File: config.mk
export PLATFORM = sky130hd
export DESIGN_NAME = data_mem_arbiter
export DESIGN_NICKNAME = d
export VERILOG_FILES = /design/src/rtl/data_mem_arbiter.sv
export SDC_FILE = /design/constraint.sdc
export NUM_CORES = 1
export LEC_CHECK = 0
export CAP_MARGIN = 10
export CELL_PAD_IN_SITES_DETAIL_PLACEMENT = 0
export CELL_PAD_IN_SITES_GLOBAL_PLACEMENT = 1
export CORE_UTILIZATION = 24
export CTS_CLUSTER_DIAMETER = 30
export DETAILED_ROUTE_END_ITERATION = 8
export GPL_ROUTABILITY_DRIVEN = 0
export PLACE_DENSITY = 0.88
export REMOVE_ABC_BUFFERS = 1
export SLEW_MARGIN = 10
export SYNTH_ARGS = -nofsm -noshare
export SYNTH_HDL_FRONTEND = slang
export SYNTH_SLANG_ARGS = --single-unit
File: constraint.sdc
create_clock -name clk_i -period 1.9 [get_ports clk_i]
set_input_delay 0.19 -clock clk_i [delete_from_list [all_inputs] [get_ports clk_i]]
set_output_delay 0.19 -clock clk_i [all_outputs]
set_load 0.01 [all_outputs]
File: src/rtl/data_mem_arbiter.sv
`default_nettype none
// +--------------------------------------------------------------------------+
// | data_mem_arbiter: round-robin arbiter serialising core MEM ops onto a    |
// | single-port synchronous data RAM.                     Revision: 1.0      |
// +--------------------------------------------------------------------------+
module data_mem_arbiter #(
  parameter int NUM_CORES = 4,
  parameter int ADDR_W    = 16,
  parameter int DATA_W    = 16,
  parameter int MEM_LAT   = 1
) (
  input  logic                        clk_i,
  input  logic                        rst_n_i,
  input  logic [2*NUM_CORES-1:0]      core_mem_op_i,
  input  logic [ADDR_W*NUM_CORES-1:0] core_addr_i,
  input  logic [DATA_W*NUM_CORES-1:0] core_wdata_i,
  output logic [NUM_CORES-1:0]        core_grant_o,
  output logic [NUM_CORES-1:0]        core_done_o,
  output logic [DATA_W-1:0]           core_rdata_o,
  output logic                        mem_en_o,
  output logic                        mem_we_o,
  output logic [ADDR_W-1:0]           mem_addr_o,
  output logic [DATA_W-1:0]           mem_wdata_o,
  input  logic [DATA_W-1:0]           mem_rdata_i
);

  localparam int             IDX_W     = $clog2(NUM_CORES);
  localparam logic [IDX_W:0] NC_EXT    = (IDX_W+1)'(NUM_CORES);
  localparam logic [3:0]     WAIT_INIT = 4'(MEM_LAT - 1);

  typedef enum logic [1:0] {
    S_IDLE   = 2'd0,
    S_ACCESS = 2'd1,
    S_WAIT   = 2'd2,
    S_DONE   = 2'd3
  } state_t;

  state_t                 state_q, state_d;
  logic [IDX_W-1:0]       ptr_q, ptr_d;
  logic [3:0]             cnt_q, cnt_d;
  logic [NUM_CORES-1:0]   grant_q, grant_d;
  logic [NUM_CORES-1:0]   done_q, done_d;
  logic [DATA_W-1:0]      rdata_q, rdata_d;
  logic                   mem_en_q, mem_en_d;
  logic                   mem_we_q, mem_we_d;
  logic [ADDR_W-1:0]      mem_addr_q, mem_addr_d;
  logic [DATA_W-1:0]      mem_wdata_q, mem_wdata_d;

  logic [NUM_CORES-1:0]   req_w;
  logic [NUM_CORES-1:0]   wr_w;
  logic [ADDR_W-1:0]      addr_w  [NUM_CORES];
  logic [DATA_W-1:0]      wdata_w [NUM_CORES];

  // Ops 01/10 are requests; 00 and the reserved 11 are not.
  genvar gk;
  generate
    for (gk = 0; gk < NUM_CORES; gk++) begin : g_unpack
      assign req_w[gk]   = core_mem_op_i[2*gk] ^ core_mem_op_i[2*gk+1];
      assign wr_w[gk]    = core_mem_op_i[2*gk+1] & ~core_mem_op_i[2*gk];
      assign addr_w[gk]  = core_addr_i[ADDR_W*gk +: ADDR_W];
      assign wdata_w[gk] = core_wdata_i[DATA_W*gk +: DATA_W];
    end
  endgenerate

  logic                 found_w;
  logic [IDX_W-1:0]     sel_w;
  logic [IDX_W-1:0]     sel_next_w;

  always_comb begin
    logic [IDX_W:0] cand;
    logic [IDX_W:0] nxt;
    found_w    = 1'b0;
    sel_w      = '0;
    cand       = '0;
    for (int i = 0; i < NUM_CORES; i++) begin
      cand = {1'b0, ptr_q} + (IDX_W+1)'(i);
      if (cand >= NC_EXT) cand = cand - NC_EXT;
      if (!found_w && req_w[cand[IDX_W-1:0]]) begin
        found_w = 1'b1;
        sel_w   = cand[IDX_W-1:0];
      end
    end
    nxt = {1'b0, sel_w} + (IDX_W+1)'(1);
    if (nxt >= NC_EXT) nxt = '0;
    sel_next_w = nxt[IDX_W-1:0];
  end

  always_comb begin
    state_d     = state_q;
    ptr_d       = ptr_q;
    cnt_d       = cnt_q;
    grant_d     = grant_q;
    done_d      = done_q;
    rdata_d     = rdata_q;
    mem_en_d    = mem_en_q;
    mem_we_d    = mem_we_q;
    mem_addr_d  = mem_addr_q;
    mem_wdata_d = mem_wdata_q;
    case (state_q)
      S_IDLE: begin
        if (found_w) begin
          grant_d        = '0;
          grant_d[sel_w] = 1'b1;
          mem_en_d       = 1'b1;
          mem_we_d       = wr_w[sel_w];
          mem_addr_d     = addr_w[sel_w];
          mem_wdata_d    = wdata_w[sel_w];
          ptr_d          = sel_next_w;
          state_d        = S_ACCESS;
        end
      end
      S_ACCESS: begin
        mem_en_d = 1'b0;
        mem_we_d = 1'b0;
        if (mem_we_q) begin
          done_d  = grant_q;
          state_d = S_DONE;
        end else begin
          cnt_d   = WAIT_INIT;
          state_d = S_WAIT;
        end
      end
      S_WAIT: begin
        // RAM output becomes valid on the last wait cycle.
        if (cnt_q == 4'd0) begin
          rdata_d = mem_rdata_i;
          done_d  = grant_q;
          state_d = S_DONE;
        end else begin
          cnt_d = cnt_q - 4'd1;
        end
      end
      S_DONE: begin
        done_d  = '0;
        grant_d = '0;
        state_d = S_IDLE;
      end
      default: state_d = S_IDLE;
    endcase
  end

  always_ff @(posedge clk_i) begin
    if (!rst_n_i) begin
      state_q     <= S_IDLE;
      ptr_q       <= '0;
      cnt_q       <= '0;
      grant_q     <= '0;
      done_q      <= '0;
      rdata_q     <= '0;
      mem_en_q    <= 1'b0;
      mem_we_q    <= 1'b0;
      mem_addr_q  <= '0;
      mem_wdata_q <= '0;
    end else begin
      state_q     <= state_d;
      ptr_q       <= ptr_d;
      cnt_q       <= cnt_d;
      grant_q     <= grant_d;
      done_q      <= done_d;
      rdata_q     <= rdata_d;
      mem_en_q    <= mem_en_d;
      mem_we_q    <= mem_we_d;
      mem_addr_q  <= mem_addr_d;
      mem_wdata_q <= mem_wdata_d;
    end
  end

  assign core_grant_o = grant_q;
  assign core_done_o  = done_q;
  assign core_rdata_o = rdata_q;
  assign mem_en_o     = mem_en_q;
  assign mem_we_o     = mem_we_q;
  assign mem_addr_o   = mem_addr_q;
  assign mem_wdata_o  = mem_wdata_q;

endmodule
`default_nettype wire

==> results.tsv, run 1 <==
metric	value	unit
Worst setup SP type	input port	
Placed Area	0.00595	mm^2
VDD IR max	0.554	mV
Top-Level Pins	212	
Min Clock Period, post-route	1.85	ns
PortBufs	211	
pin count of the biggest net entering global routing	33	
fin crit share	97.4	%
relative slew slack	73.9	%
overall power	8.27	mW
initial core utilization	24.8	%
number of global-route vias before repair	3701	
status	finished clean	
Max-cap violations	0	
final hold vios	0	
Lkg Pwr	2.66	nW
clock latency on the worst-skew pair	0.33	ns
Layout fillers	1317	
final core utilization	46.2	%
CP max stage cell	mux4_2	
Die H	122	um
Longest Clk Path Bufs	2	
worst hold slack	0.421	ns
proportion of layout cells with a drive suffix above 1	12.5	%
RSZ-0062 raised after global routing	no	
nets	779	
initial antenna violation count	0	
number of diodes	0	
routed via count	3702	
GR Overflow Total	0	
critical path peak fanout	5	
synth unique cells	38	
DRC violations left	0	
Critical Path RT	2.12	ns
CTS tree	yes	
design area	0.00647	mm^2
DR iter-0 viols	133	
GRT Total Usage	15.8	%
type of the worst setup path	input port to register	
synthesized area	0.00346	mm^2
Place WS	-0.626	ns
crit path capture type	register	
pwr/cell area	1280	mW/mm^2
die area	0.0149	mm^2
Core Region	0.0140	mm^2
most common cell after layout, fill and taps aside	clkdlybuf4s50_1	
mean area per synthesized cell	9.24	um^2
Critical Path, Cell by Cell	dlygate4sd2_1 > inv_2 > ha_4 > mux2_1 > o22a_2 > nand2_4 > mux4_2 > a32o_1	
most frequent cells in the layout	205 x clkdlybuf4s50_1, 74 x nand2_1, 65 x dfxtp_1	
Core Rows	43	
delay of the slowest critical-path stage	0.51	ns
CTS Hold Bufs	0	
wire per inst	14.9	um
first-pass GRT wire length	18100	um
ANT nets after route	0	
worst-margin pin slew	0.391	ns
#FFs+latches synth	66	
Die X	122	um
CTS Root Cell	clkbuf_16	
post-synthesis sequential area ratio	38.2	%
clock skew	0.00905	ns
FMAX	0.540	GHz
final worst slack	0.0495	ns
CTS sink cnt	66	
Reg area	0.00132	mm^2
Cells after Synth	375	
Synth warnings	0	
CTS Buf Count	9	
H-tree depth	3	
Worst EP arrival	2.07	ns
area added between synthesis and finish	86.7	%
final wirelength	11900	um
# setup viols final	0	
clk slew on worst S/H paths	0.06	ns
hpwl dp	9180	um
Pre-Repair DR Iteration Count	4	
hold crit path type	input port to register	
Multi-input gate area	0.00201	mm^2
post-DR vias/cell	4.65	
Slew Limit Fails	0	
==> logic make-up (layout without fill, tap and decap cells) <==
| kind of cell | Yosys count | count (layout) | synth area share (%) |
|---|---|---|---|
| AND/OR/NAND/NOR | 109 | 109 | 13.5 |
| AO/OA/AOI/OAI | 82 | 82 | 16.5 |
| multiplexers | 68 | 68 | 20.1 |
| flip-flops | 66 | 66 | 38.2 |
| buffers and inverters | 34 | 275 | 6.25 |
| adder cells (fa/ha/maj) | 14 | 14 | 5.06 |
| XOR/XNOR | 2 | 2 | 0.506 |
==> power by group <==
group	total, mW	internal [mW]	switching, mW
Clock	1.82	1.22	0.595
Combinational	4.20	2.36	1.84
Sequential	2.26	1.93	0.335
Total	8.27	5.50	2.77
==> flip-flops by register name, indices dropped and copies added, names as in the netlist <==
signal	count
mem_en_o	1
core_done_o	4
mem_we_o	1
mem_addr_o	16
cnt_q	4
core_rdata_o	16
state_q	2
ptr_q	2
core_grant_o	4
mem_wdata_o	16
==> worst max-delay path: cells and delay by family <==
family | cells | cell delay [ns]
compound gates | 2 | 0.46
simple gates | 1 | 0.13
mux | 2 | 0.79
buf+inv | 2 | 0.30
fa+ha+maj | 1 | 0.20
==> final timing paths <==
path                          from                to  slack (ns)  cells after the start
setup / recovery  core_mem_op_i[4]          mem_we_o        0.05                      8
hold / removal     mem_rdata_i[13]  core_rdata_o[13]        0.42                      3
hold reg to reg   core_rdata_o[10]  core_rdata_o[10]        0.45                      2
setup reg to reg          ptr_q[1]          mem_we_o        0.07                      5
==> repair_timing <==
action / in CTS / in global routing
cloned: 4 / 0
setup buffers: 5 / 0
endpoints found under the setup margin: 37 / 29
resized for setup: 22 / 9
hold endpoints to repair: 0 / 0
pin swaps: 7 / 7
==> stage by stage <==
step,TNS (ns),std cells
finish,0,796
CTS,0,799
global placement,-19.95,774
detailed placement,-20.92,774
floorplan,-24.18,353
global route,0,796
==> cells in the mapped netlist <==
cell	instances	area share (%)
a211oi_1	1	0.22
a21boi_1	1	0.22
a21o_1	1	0.22
a21oi_1	26	3.8
a221oi_1	1	0.25
a22oi_1	4	0.87
a31oi_1	1	0.18
a32o_1	1	0.29
and2_1	1	0.18
and4_1	1	0.25
buf_1	3	0.33
buf_12	5	2.9
clkbuf_1	12	1.3
clkbuf_4	2	0.43
dfxtp_1	66	38
ha_1	14	5.1
inv_1	9	0.98
inv_2	3	0.33
mux2_1	1	0.33
mux2_2	1	0.33
mux2i_1	65	19
mux4_2	1	0.65
nand2_1	74	8.0
nand2_4	1	0.33
nand2b_1	4	0.72
nand3_1	1	0.14
nand3b_1	4	0.87
nand4_1	1	0.18
nor2_1	18	2.0
nor2b_2	1	0.25
nor3_1	2	0.29
nor4bb_1	1	0.29
o21a_1	1	0.22
o21ai_0	7	1.0
o21ai_1	4	0.58
o221ai_1	32	8.1
o22a_2	2	0.58
xor2_1	2	0.51
==> routing by layer <==
layer | track usage, % | vias up | share of wire, %
met5 | 0 | - | 0
met4 | 5.56 | 0 | 1.5
met3 | 4.54 | 15 | 7.8
met2 | 29.3 | 153 | 53
met1 | 16.8 | 1704 | 38
li1 | - | 1830 | -
==> cell type report <==
class	count	share of cell area, %
timing repair buffer	247	39.2
multi-input combinational	275	31.1
sequential	66	20.4
clock buffer	12	3.97
tap	180	3.48
clock inverter	4	1.14
inverter	12	0.696
Note: power is estimated with default switching activity, not from simulation.
==> run 2: changes to the inputs <==
==> constraint.sdc (replaced) <==
create_clock -name clk_i -period 1.49 [get_ports clk_i]
set_input_delay 0.149 -clock clk_i [delete_from_list [all_inputs] [get_ports clk_i]]
set_output_delay 0.149 -clock clk_i [all_outputs]
set_load 0.01 [all_outputs]
==> run 2 against run 1 <==
The flow now finishes with violations (setup timing). Total power grew 38%. Critical path depth shrank 3. Die area is the same. First-iteration DRC count shrank 24%. Design area grew 8.5%. Sequential power grew 30%.
==> results.tsv, run 2 (synthesized netlist as in run 1, its figures left out) <==
metric	value	unit	change
status	finished, violations left		
failing checks	setup timing		
GRT Total Usage	16.8	%	+1.0 points
proportion of layout cells with a drive suffix above 1	23.4	%	+11 points
crit path capture type	register		
Lkg Pwr	2.91	nW	+9.6%
number of diodes	0		unchanged
nets	806		+3.5%
routed via count	3891		+5.1%
Min Clock Period, post-route	1.82	ns	
final hold vios	0		unchanged
hold_sp	mem_rdata_i[1]		
GR Overflow Total	0		unchanged
Worst setup SP type	register		
Longest Clk Path Bufs	2		unchanged
relative slew slack	73.8	%	about the same
Max-cap violations	0		unchanged
CTS sink cnt	66		unchanged
Top-Level Pins	212		unchanged
Worst EP arrival	2.05	ns	-0.02 ns
clk slew on worst S/H paths	0.05	ns	about the same
pwr/cell area	1630	mW/mm^2	+28%
design area	0.00701	mm^2	+8.5%
most frequent cells in the layout	200 x clkdlybuf4s50_1, 70 x nand2_1, 61 x dfxtp_1		
fin crit share	122	%	
ANT nets after route	0		unchanged
H-tree depth	3		unchanged
overall power	11.4	mW	+38%
DRC violations left	0		unchanged
die area	0.0149	mm^2	unchanged
first-pass GRT wire length	19100	um	+5.3%
most common cell after layout, fill and taps aside	clkdlybuf4s50_1		
DR iter-0 viols	101		-24%
placed insts	792		+2.3%
PortBufs	211		unchanged
area added between synthesis and finish	103	%	
critical path peak fanout	4		-1
Worst setup startpoint	ptr_q[1]		
wire per inst	15.9	um	+6.3%
number of global-route vias before repair	3981		+7.6%
FMAX	0.549	GHz	
Placed Area	0.00609	mm^2	+2.5%
Die H	122	um	unchanged
post-DR vias/cell	4.73		+1.8%
hpwl dp	9430	um	+2.7%
final worst slack	-0.333	ns	-0.382 ns
worst hold slack	0.373	ns	-0.0478 ns
CTS Root Cell	clkbuf_16		
Pre-Repair DR Iteration Count	4		unchanged
hold crit path type	input port to register		
VDD IR max	0.597	mV	+7.7%
final core utilization	50.1	%	+3.9 points
Reg area	0.00133	mm^2	+0.76%
Layout fillers	1287		-2.3%
final wirelength	13000	um	+9.8%
RSZ-0062 raised after global routing	yes		
CTS Hold Bufs	0		unchanged
initial antenna violation count	0		unchanged
CTS tree	yes		
Place WS	-0.919	ns	-0.293 ns
setup tns final	-10.24	ns	-10.24 ns
pin count of the biggest net entering global routing	33		unchanged
Multi-input gate area	0.00228	mm^2	+14%
Core Rows	43		unchanged
r2r startpoint	ptr_q[1]		
clock skew	0.00550	ns	-0.00355 ns
Die X	122	um	unchanged
initial core utilization	24.8	%	unchanged
clock latency on the worst-skew pair	0.33	ns	about the same
# setup viols final	40		+40
Final Instance Count excl. Fillers	822		+3.3%
Slew Limit Fails	0		unchanged
type of the worst setup path	register to register		
Core Region	0.0140	mm^2	unchanged
Critical Path RT	1.71	ns	-0.41 ns
worst-margin pin slew	0.390	ns	-0.00117 ns
CTS Buf Count	9		unchanged
==> run 2: power breakdown <==
group	internal (mW)	switching (mW)
registers	2.47	0.455
logic	3.59	2.75
clock network	1.42	0.751
==> run 2: per-layer routing <==
| layer | vias to the layer above | track usage [%] | wire (um) | share of wire, % |
|---|---|---|---|---|
| li1 | 1883 | - | - | - |
| met3 | 23 | 3.89 | 788 | 6.0 |
| met4 | 0 | 7.77 | 296 | 2.3 |
| met5 | - | 0 | 0 | 0 |
| met1 | 1826 | 17.1 | 5010 | 38 |
| met2 | 159 | 32.2 | 6950 | 53 |
==> run 2: critical path: stages (launching register included) <==
cell     delay, ns
dfxtp_2       0.34
mux2_4        0.31
o22a_4        0.25
nand2_8       0.10
mux4_2        0.50
a32o_1        0.21
==> run 2: worst paths after layout <==
kind	end	slack, ns	cells after the start
max	mem_we_o	-0.33	5
min reg2reg	core_rdata_o[6]	0.45	2
min	core_rdata_o[1]	0.37	3
max reg2reg	mem_we_o	-0.33	5
==> run 2: area by class of cell <==
class	instances	area share, %
Clock inverter	2	0.499
Multi-Input combinational cell	275	32.6
Inverter	12	0.749
Clock buffer	13	3.85
Sequential cell	66	19.0
Timing Repair Buffer	274	40.1
Tap cell	180	3.21
==> run 2: timing repair <==
action,in CTS,in global routing
resized for setup,55,57
endpoints found under the setup margin,58,66
setup buffers,4,8
pin swaps,19,20
gates cloned,2,3
